[src/rtl/perf_pkg.sv]
// Shared definitions for the performance-counter bank: state encoding and
// the fixed meaning of the low event channels.
package perf_pkg;

   typedef enum logic {
      RUN    = 1'b0,
      FROZEN = 1'b1
   } perf_state_e;

   // Event channel assignment; further channels (DHIT, ...) follow CH_DREQ.
   localparam int CH_INST = 0;
   localparam int CH_IREQ = 1;
   localparam int CH_IHIT = 2;
   localparam int CH_DREQ = 3;

endpackage

[src/rtl/perf_cnt.sv]
// Single unsigned counter with sticky overflow flag.
// Define PERF_SATURATE_EN to saturate at all-ones instead of wrapping.
module perf_cnt
   import perf_pkg::*;
#(
   parameter int CNT_W = 32
) (
   input  logic             clk_i,
   input  logic             rst_i,
   input  logic             clr_i,
   input  logic             inc_i,
   input  logic             hold_i,
   output logic [CNT_W-1:0] cnt_o,
   output logic             ovf_o
);

   logic [CNT_W-1:0] cnt_q, cnt_d;
   logic             ovf_q, ovf_d;
   logic             at_max;

   assign at_max = &cnt_q;

   always_comb begin
      cnt_d = cnt_q;
      ovf_d = ovf_q;
      if (clr_i) begin
         cnt_d = '0;
         ovf_d = 1'b0;
      end else if (inc_i && !hold_i) begin
`ifdef PERF_SATURATE_EN
         // A blocked increment at all-ones is what flags the overflow.
         if (at_max) begin
            ovf_d = 1'b1;
         end else begin
            cnt_d = cnt_q + CNT_W'(1);
         end
`else
         cnt_d = cnt_q + CNT_W'(1);
         if (at_max) begin
            ovf_d = 1'b1;
         end
`endif
      end
   end

   always_ff @(posedge clk_i or posedge rst_i) begin
      if (rst_i) begin
         cnt_q <= '0;
         ovf_q <= 1'b0;
      end else begin
         cnt_q <= cnt_d;
         ovf_q <= ovf_d;
      end
   end

   assign cnt_o = cnt_q;
   assign ovf_o = ovf_q;

endmodule

[src/rtl/perf_counter_bank.sv]
// Event counter bank plus free-running cycle counter with a registered read port.
// Counter overflow behaviour is selected by PERF_SATURATE_EN (see perf_cnt).
module perf_counter_bank
   import perf_pkg::*;
#(
   parameter int NUM_CH = 4,
   parameter int CNT_W  = 32,
   parameter int SEL_W  = $clog2(NUM_CH + 1)
) (
   input  logic              clk,
   input  logic              rst,
   input  logic              en,
   input  logic              clr,
   input  logic [NUM_CH-1:0] evt,
   input  logic              halt,
   input  logic              rd_req,
   input  logic [SEL_W-1:0]  rd_sel,
   output logic              rd_ack,
   output logic [CNT_W-1:0]  rd_data,
   output logic              rd_err,
   output logic [NUM_CH:0]   ovf,
   output logic              frozen
);

   localparam logic [SEL_W-1:0] CYC_SEL = SEL_W'(NUM_CH);

   perf_state_e state_q, state_d;

   logic [CNT_W-1:0] cnt_w [NUM_CH+1];
   logic [NUM_CH:0]  inc_w;
   logic             hold_w;

   logic [CNT_W-1:0] rd_mux;
   logic             rd_bad;
   logic             rd_ack_q, rd_ack_d;
   logic             rd_err_q, rd_err_d;
   logic [CNT_W-1:0] rd_data_q, rd_data_d;

   always_comb begin
      state_d = state_q;
      if (clr) begin
         state_d = RUN;
      end else begin
         case (state_q)
            RUN:     if (halt) state_d = FROZEN;
            FROZEN:  state_d = FROZEN;
            default: state_d = RUN;
         endcase
      end
   end

   always_ff @(posedge clk or posedge rst) begin
      if (rst) begin
         state_q <= RUN;
      end else begin
         state_q <= state_d;
      end
   end

   assign frozen = (state_q == FROZEN);

   // The halt cycle still counts: hold depends only on the registered state.
   assign hold_w = frozen || !en;
   assign inc_w  = {1'b1, evt};

   for (genvar g = 0; g <= NUM_CH; g++) begin : g_cnt
      perf_cnt #(
         .CNT_W (CNT_W)
      ) u_cnt (
         .clk_i  (clk),
         .rst_i  (rst),
         .clr_i  (clr),
         .inc_i  (inc_w[g]),
         .hold_i (hold_w),
         .cnt_o  (cnt_w[g]),
         .ovf_o  (ovf[g])
      );
   end

   assign rd_bad = (rd_sel > CYC_SEL);

   always_comb begin
      rd_mux = '0;
      for (int i = 0; i <= NUM_CH; i++) begin
         if (rd_sel == SEL_W'(i)) begin
            rd_mux = cnt_w[i];
         end
      end
   end

   always_comb begin
      rd_ack_d  = rd_req;
      rd_err_d  = rd_req && rd_bad;
      rd_data_d = rd_data_q;
      if (rd_req) begin
         rd_data_d = rd_bad ? '0 : rd_mux;
      end
   end

   always_ff @(posedge clk or posedge rst) begin
      if (rst) begin
         rd_ack_q  <= 1'b0;
         rd_err_q  <= 1'b0;
         rd_data_q <= '0;
      end else begin
         rd_ack_q  <= rd_ack_d;
         rd_err_q  <= rd_err_d;
         rd_data_q <= rd_data_d;
      end
   end

   assign rd_ack  = rd_ack_q;
   assign rd_err  = rd_err_q;
   assign rd_data = rd_data_q;

endmodule

[config.mk]
export PLATFORM = sky130hd
export DESIGN_NAME = perf_counter_bank
export DESIGN_NICKNAME = d
export VERILOG_FILES = /design/src/rtl/perf_pkg.sv /design/src/rtl/perf_cnt.sv /design/src/rtl/perf_counter_bank.sv
export SDC_FILE = /design/constraint.sdc
export NUM_CORES = 1
export LEC_CHECK = 0
export ABC_AREA = 1
export CORE_MARGIN = 2
export CORE_UTILIZATION = 55
export CTS_CLUSTER_SIZE = 28
export DETAILED_ROUTE_END_ITERATION = 12
export PLACE_DENSITY = 0.73
export SLEW_MARGIN = 30
export SYNTH_ARGS = -nofsm -noshare
export SYNTH_HDL_FRONTEND = slang
export SYNTH_HIERARCHICAL = 1
export SYNTH_SLANG_ARGS = --single-unit
[constraint.sdc]
create_clock -name clk -period 2.7 [get_ports clk]
set_clock_uncertainty 0.05 [all_clocks]
set_input_delay 0.405 -clock clk [delete_from_list [all_inputs] [get_ports clk]]
set_output_delay 0.405 -clock clk [all_outputs]
set_load 0.02 [all_outputs]
==> flow_summary.ini, run 1 <==
[synthesis]
ys_seq_area_frac = 0.381
synth_top_area_frac = 0.381
yosys_warnings = 6
synthTopCellsByArea = dfrtp_1 38%, nand2_1 18%, nor2_1 11%
ys_types = 27
synth_ff_type = dfrtp_1
synthArstFlopShare = 1.00
syn_area_sq_um = 13100
synth-edff-count = 0
syn_inst = 2055
syn_avg_cell_area_sq_um = 6.39
ys_ff_latch = 200
yosysTopAreaCell = dfrtp_1

[floorplan]
ios = 53
die_y_um = 159
coreArea_sq_um = 23500
die_w_um = 159
die-area_sq_um = 25100
start_util = 0.559
rows = 56

[routing]
totalWireLength_um = 38700
detail_route.wl_per_cell_um = 15.9
firstDrtPassIters = 6
antenna_left = 0
num_vias = 13200
vias_per_cell = 5.44
drt_iter0_drc = 1727
drt_drc_violations_left = 0

[critical_path]
start_kind = flop
cp.required_ns = 3.02
endpoint_kind = flop
reg2reg_depth = 11
critical_path_class = flop to flop
cp_max_fo = 10
worstPathArrival_ns = 2.34

[status]
status = finished clean

[clock_network]
cts_setup_buffers = 0
clkTransAtPathRegs_ns = 0.08
cts_resized = 0
cts_buffers = 17
hold_buffers = 0
htreeDepth = 4
clockRootBuffer = clkbuf_16
cts_tree = built
clock-sinks = 200
cts_buffer_depth = 2
clk_latency_ns = 0.44

[power_and_ir_drop]
power_density_nw_per_um2 = 427
p_leak_uw = 0.00685
ir_worst_vdd_uv = 381

[place]
place_area_sq_um = 14100
io_buffers = 52
post-dp-hpwl_um = 29400
gp_congestion = 0.940

[finish]
stdcell_area_sq_um = 14700
area_growth_syn_to_layout_pct = 11.6
num_antenna_cells = 0
final.fill_count = 2249
final_nets = 2121
drive_gt1_frac = 0.0804

[timing]
fin_setup_tns_ns = 0
min_period_ns = 2.02
hold_viol = 0
slew_viol_final = 0
fmax_mhz = 495
setup_viol = 0
rsz0062_at_grt = no
fin_crit_sh = 0.749

[min_path]
holdPathStages = 2
hold_class = flop to flop

[grt]
grt.overflow.total = 0
grt_pass1_vias = 11800
grt.total_usage = 0.322
antenna_found_initial = 0
grt_pass1_wl_um = 62800
grt_max_degree = 65

[flow_run]
drv_cap = 0
Yosys cell counts, types with 15 or more instances:
cell,n
nand3_1,111
nor2_1,397
nand4_1,47
inv_1,259
dfrtp_1,200
nor2_4,20
nor3_1,16
clkbuf_1,26
buf_2,25
nand2_2,20
nand3_2,15
a21oi_1,95
nand2_1,626
nor2_2,36
o21ai_0,104
cell type report:
type	instances	area, sq um	share of cell area
Multi-Input combinational cell	1536	6900	0.471
Sequential cell	200	5000	0.342
Inverter	266	998	0.0681
Timing Repair Buffer	82	783	0.0534
Clock buffer	20	457	0.0312
Tap cell	319	399	0.0272
Clock inverter	11	114	0.00777
registers in the layout (all words and copies together) (netlist names):
| signal | count |
|---|---|
| g_cnt.u_cnt/ovf_o | 5 |
| rd_data | 32 |
| frozen | 1 |
| g_cnt.u_cnt/cnt_o | 160 |
| rd_ack | 1 |
| rd_err | 1 |
cells by family (layout without fill, tap and decap cells):
| family | Yosys count | after routing | share of synthesized area |
|---|---|---|---|
| AOI/OAI and AO/OA | 225 | 225 | 0.0884 |
| adders and majority gates | 5 | 5 | 0.00476 |
| buffers and inverters | 320 | 379 | 0.0938 |
| DFF | 200 | 200 | 0.381 |
| other | 1 | 2 | 0.000286 |
| and+or+nand+nor | 1304 | 1304 | 0.432 |
stage by stage:
step / total power [uW] / utilization / worst slack [ns] / hold slack, ns / instances
2_1_floorplan: 3490 / - / 0.920 / 0.386 / 2056
3_3_place_gp: 3750 / 0.600 / 0.380 / 0.416 / 2403
3_5_place_dp: 3750 / 0.600 / 0.346 / 0.415 / 2403
4_1_cts: 6310 / 0.624 / 0.702 / 0.435 / 2434
5_1_grt: 6490 / 0.624 / 0.555 / 0.458 / 2434
6_report: 6260 / 0.624 / 0.678 / 0.433 / 2434
cell usage in the layout (no fill, tap or decap), types with 2 or more instances in the layout:
| master | Yosys | final |
|---|---|---|
| and3_1 | 5 | 5 |
| nor2_8 | 5 | 5 |
| nand3_1 | 111 | 111 |
| clkbuf_16 | 0 | 17 |
| a31oi_1 | 10 | 10 |
| inv_2 | 7 | 7 |
| clkbuf_8 | 0 | 2 |
| buf_4 | 0 | 27 |
| inv_8 | 0 | 2 |
| ha_1 | 5 | 5 |
| nand2_2 | 20 | 20 |
| nand3_2 | 15 | 15 |
| nor3_1 | 16 | 16 |
| o21ai_0 | 104 | 104 |
| a21oi_1 | 95 | 95 |
| o21ai_1 | 10 | 10 |
| buf_12 | 0 | 3 |
| nor2_1 | 397 | 397 |
| inv_6 | 0 | 4 |
| nand4_1 | 47 | 47 |
| conb_1 | 1 | 2 |
| nand2_1 | 626 | 626 |
| nor2_2 | 36 | 36 |
| clkdlybuf4s50_1 | 0 | 52 |
| a21oi_2 | 5 | 5 |
| inv_1 | 259 | 259 |
| or2_1 | 5 | 5 |
| nor2_4 | 20 | 20 |
| dfrtp_1 | 200 | 200 |
| clkinv_2 | 0 | 2 |
routing by layer:
metal	track usage	vias to the layer above	wire (um)
met2	0.483	590	16800
met5	0	-	0
met4	0.106	0	1150
li1	-	6491	-
met3	0.0591	74	3140
met1	0.472	6075	17600
report_power, final:
| group | leakage (uW) | internal, uW | total [uW] | switching [uW] |
|---|---|---|---|---|
| Clock | 0.000281 | 1340 | 2560 | 1220 |
| Sequential | 0.00277 | 3040 | 3080 | 42.1 |
| Combinational | 0.00379 | 195 | 622 | 427 |
path summary, 6_finish.rpt:
check	start	to	slack, ns
max in group asynchronous	rst	rd_ack$_DFF_PP0_	1.59
hold reg to reg	rd_data[19]$_DFFE_PP0P_	rd_data[19]$_DFFE_PP0P_	0.43
setup / recovery	frozen$_DFF_PP0_	g_cnt[4].u_cnt/cnt_o[17]$_DFFE_PP0P_	0.68
hold / removal	rd_data[19]$_DFFE_PP0P_	rd_data[19]$_DFFE_PP0P_	0.43
min in group asynchronous	rst	g_cnt[2].u_cnt/cnt_o[31]$_DFFE_PP0P_	0.65
setup reg to reg	frozen$_DFF_PP0_	g_cnt[4].u_cnt/cnt_o[17]$_DFFE_PP0P_	0.68
critical path, cell delays in order (launching register included):
cell     delay [ns]
dfrtp_1        0.45
inv_1          0.09
nand2_1        0.06
buf_4          0.18
inv_1          0.09
nand2_1        0.11
nand2_1        0.31
nand2_2        0.13
or2_1          0.26
nand2_1        0.06
nand2_1        0.04
nor2_1         0.10
(Power assumes the default switching activity.)
==> run 2, diff against run 1 <==
--- a/config.mk
+++ b/config.mk
@@ -10,7 +10,7 @@
 export CORE_UTILIZATION = 55
 export CTS_CLUSTER_SIZE = 28
 export DETAILED_ROUTE_END_ITERATION = 12
-export PLACE_DENSITY = 0.73
+export PLACE_DENSITY = 0.76
 export SLEW_MARGIN = 30
 export SYNTH_ARGS = -nofsm -noshare
 export SYNTH_HDL_FRONTEND = slang
==> constraint.sdc (replaced) <==
create_clock -name clk -period 1.7 [get_ports clk]
set_clock_uncertainty 0.05 [all_clocks]
set_input_delay 0.255 -clock clk [delete_from_list [all_inputs] [get_ports clk]]
set_output_delay 0.255 -clock clk [all_outputs]
set_load 0.02 [all_outputs]
==> run 2 against run 1 <==
Compared with the run above: clock-buffer cell count did not move; die area did not move; flip-flop and latch count did not move; register-to-register slack got worse by 0.68 ns; worst hold slack got worse by 0.045 ns; sequential power rose by 58%; critical endpoint is now g_cnt[2].u_cnt/cnt_o[24]$_DFFE_PP0P_; the flow now finishes with violations (setup timing); sequential share of layout area fell by 2.0 points; via count rose by 3.6%; highest routed layer unchanged.
==> flow_summary.ini, run 2 (synthesized netlist as in run 1, its figures left out) <==
[status]
status = finished with violations
violations = setup timing

[routing]
drt_drc_violations_left = 0
num_vias = 13700
vias_per_cell = 5.49
drt_iter0_drc = 1474
firstDrtPassIters = 6
antenna_left = 0
detail_route.wl_per_cell_um = 16.3
totalWireLength_um = 40600

[grt]
grt.total_usage = 0.327
grt_max_degree = 36
grt_busiest_layer = met2
use_met2 = 0.516
use_met1 = 0.462
use_met3 = 0.0514
grt.overflow.total = 0
grt_pass1_wl_um = 63800
antenna_found_initial = 0
grt_pass1_vias = 12500

[floorplan]
die_w_um = 159
rows = 56
coreArea_sq_um = 23500
die_y_um = 159
die-area_sq_um = 25100
ios = 53
start_util = 0.559

[finish]
final_nets = 2181
layout_common_cells = 611 x nand2_1, 386 x nor2_1, 257 x inv_1
largest_reg_flops = 160
num_antenna_cells = 0
area_growth_syn_to_layout_pct = 18.6
drive_gt1_frac = 0.133
final_common_cell = nand2_1
final.fill_count = 2117

[flow_run]
drv_cap = 0

[place]
post-dp-hpwl_um = 30000
gp_congestion = 1.02
place_ws_ns = -0.325
io_buffers = 52

[clock_network]
hold_buffers = 0
htreeDepth = 4
clkTransAtPathRegs_ns = 0.07
cts_buffers = 17
clock-sinks = 200
cts_buffer_depth = 2
cts_tree = built
clockRootBuffer = clkbuf_16
clk_latency_ns = 0.45

[critical_path]
slowest_delay_ns = 0.39
cpMostUsedCell = nor2_4
start_kind = flop
critPathSlowestCell = dfrtp_1
cp_top_family = simple AND/OR/NAND/NOR gates
critical_path_class = flop to flop
worstPathArrival_ns = 1.98
endpoint_kind = flop
cp.required_ns = 1.98
worst-path-buf-inv = 3
cp_max_fo = 9
path_cells = inv_2 -> nand2_2 -> buf_12 -> buf_4 -> nor2_4 -> nand3_2 -> nor2_4 -> nand3_1 -> nand2_1 -> nor2_1

[power_and_ir_drop]
power_density_nw_per_um2 = 665
finalPower_uw = 10400
ir_worst_vdd_uv = 604
p_leak_uw = 0.00739

[timing]
fin_crit_sh = 1.00
fin_setup_tns_ns = -0.000973
slew_viol_final = 0
hold_viol = 0
rsz0062_at_grt = yes
fmax_mhz = 588
setup_viol = 1
fin_ws_ns = -0.000973
holdWs_ns = 0.388
min_period_ns = 1.70

[min_path]
hold_class = primary input to flop
-- run 2: path summary, 6_finish.rpt --
| kind | from | end | slack, ns | depth (start not counted) |
|---|---|---|---|---|
| setup / recovery | frozen$_DFF_PP0_ | g_cnt[2].u_cnt/cnt_o[24]$_DFFE_PP0P_ | -0.001 | 10 |
| hold / removal | rd_req | rd_ack$_DFF_PP0_ | 0.39 | 1 |
| setup reg to reg | frozen$_DFF_PP0_ | g_cnt[2].u_cnt/cnt_o[24]$_DFFE_PP0P_ | -0.001 | 10 |
| hold reg to reg | rd_data[30]$_DFFE_PP0P_ | rd_data[30]$_DFFE_PP0P_ | 0.43 | 2 |
| max in group asynchronous | rst | g_cnt[0].u_cnt/cnt_o[0]$_DFFE_PP0P_ | 0.95 | 3 |
| min in group asynchronous | rst | g_cnt[0].u_cnt/cnt_o[24]$_DFFE_PP0P_ | 0.45 | 3 |
-- run 2: worst reg2reg max path, delay by kind of cell (launching register included) --
kind	cells	cell delay, ns
flops	1	0.39
buf+inv	3	0.36
simple gates	7	0.79
-- run 2: metrics by stage --
stage,utilization,cell area (sq um),std cells
2_1_floorplan,-,13100,2056
3_3_place_gp,0.623,14600,2453
3_5_place_dp,0.623,14600,2453
4_1_cts,0.649,15200,2486
5_1_grt,0.664,15600,2495
6_report,0.664,15600,2495
-- run 2: power by group --
group / switching [uW] / internal [uW]
Sequential: 55.1 / 4820
Clock: 1960 / 2380
Combinational: 739 / 394
Total: 2760 / 7600
-- run 2: timing repair --
item                       4_1_cts  5_1_grt
pin swaps                        6       26
cloned                           0        0
setup endpoints to repair       62      102
gates resized for setup         49       81
setup buffers                    1        9
-- run 2: final cells by class --
type	instances	area (sq um)	share of cell area
Timing Repair Buffer	142	1380	0.0884
Clock inverter	12	163	0.0104
Tap cell	319	399	0.0256
Multi-Input combinational cell	1536	7180	0.461
Clock buffer	20	447	0.0287
Inverter	266	998	0.0641
Sequential cell	200	5010	0.322
-- run 2: per-layer routing --
| metal | vias up | routed length, um |
|---|---|---|
| li1 | 6623 | - |
| met1 | 6371 | 17800 |
| met2 | 616 | 18200 |
| met3 | 98 | 3290 |
| met4 | 0 | 1330 |
| met5 | - | 0 |
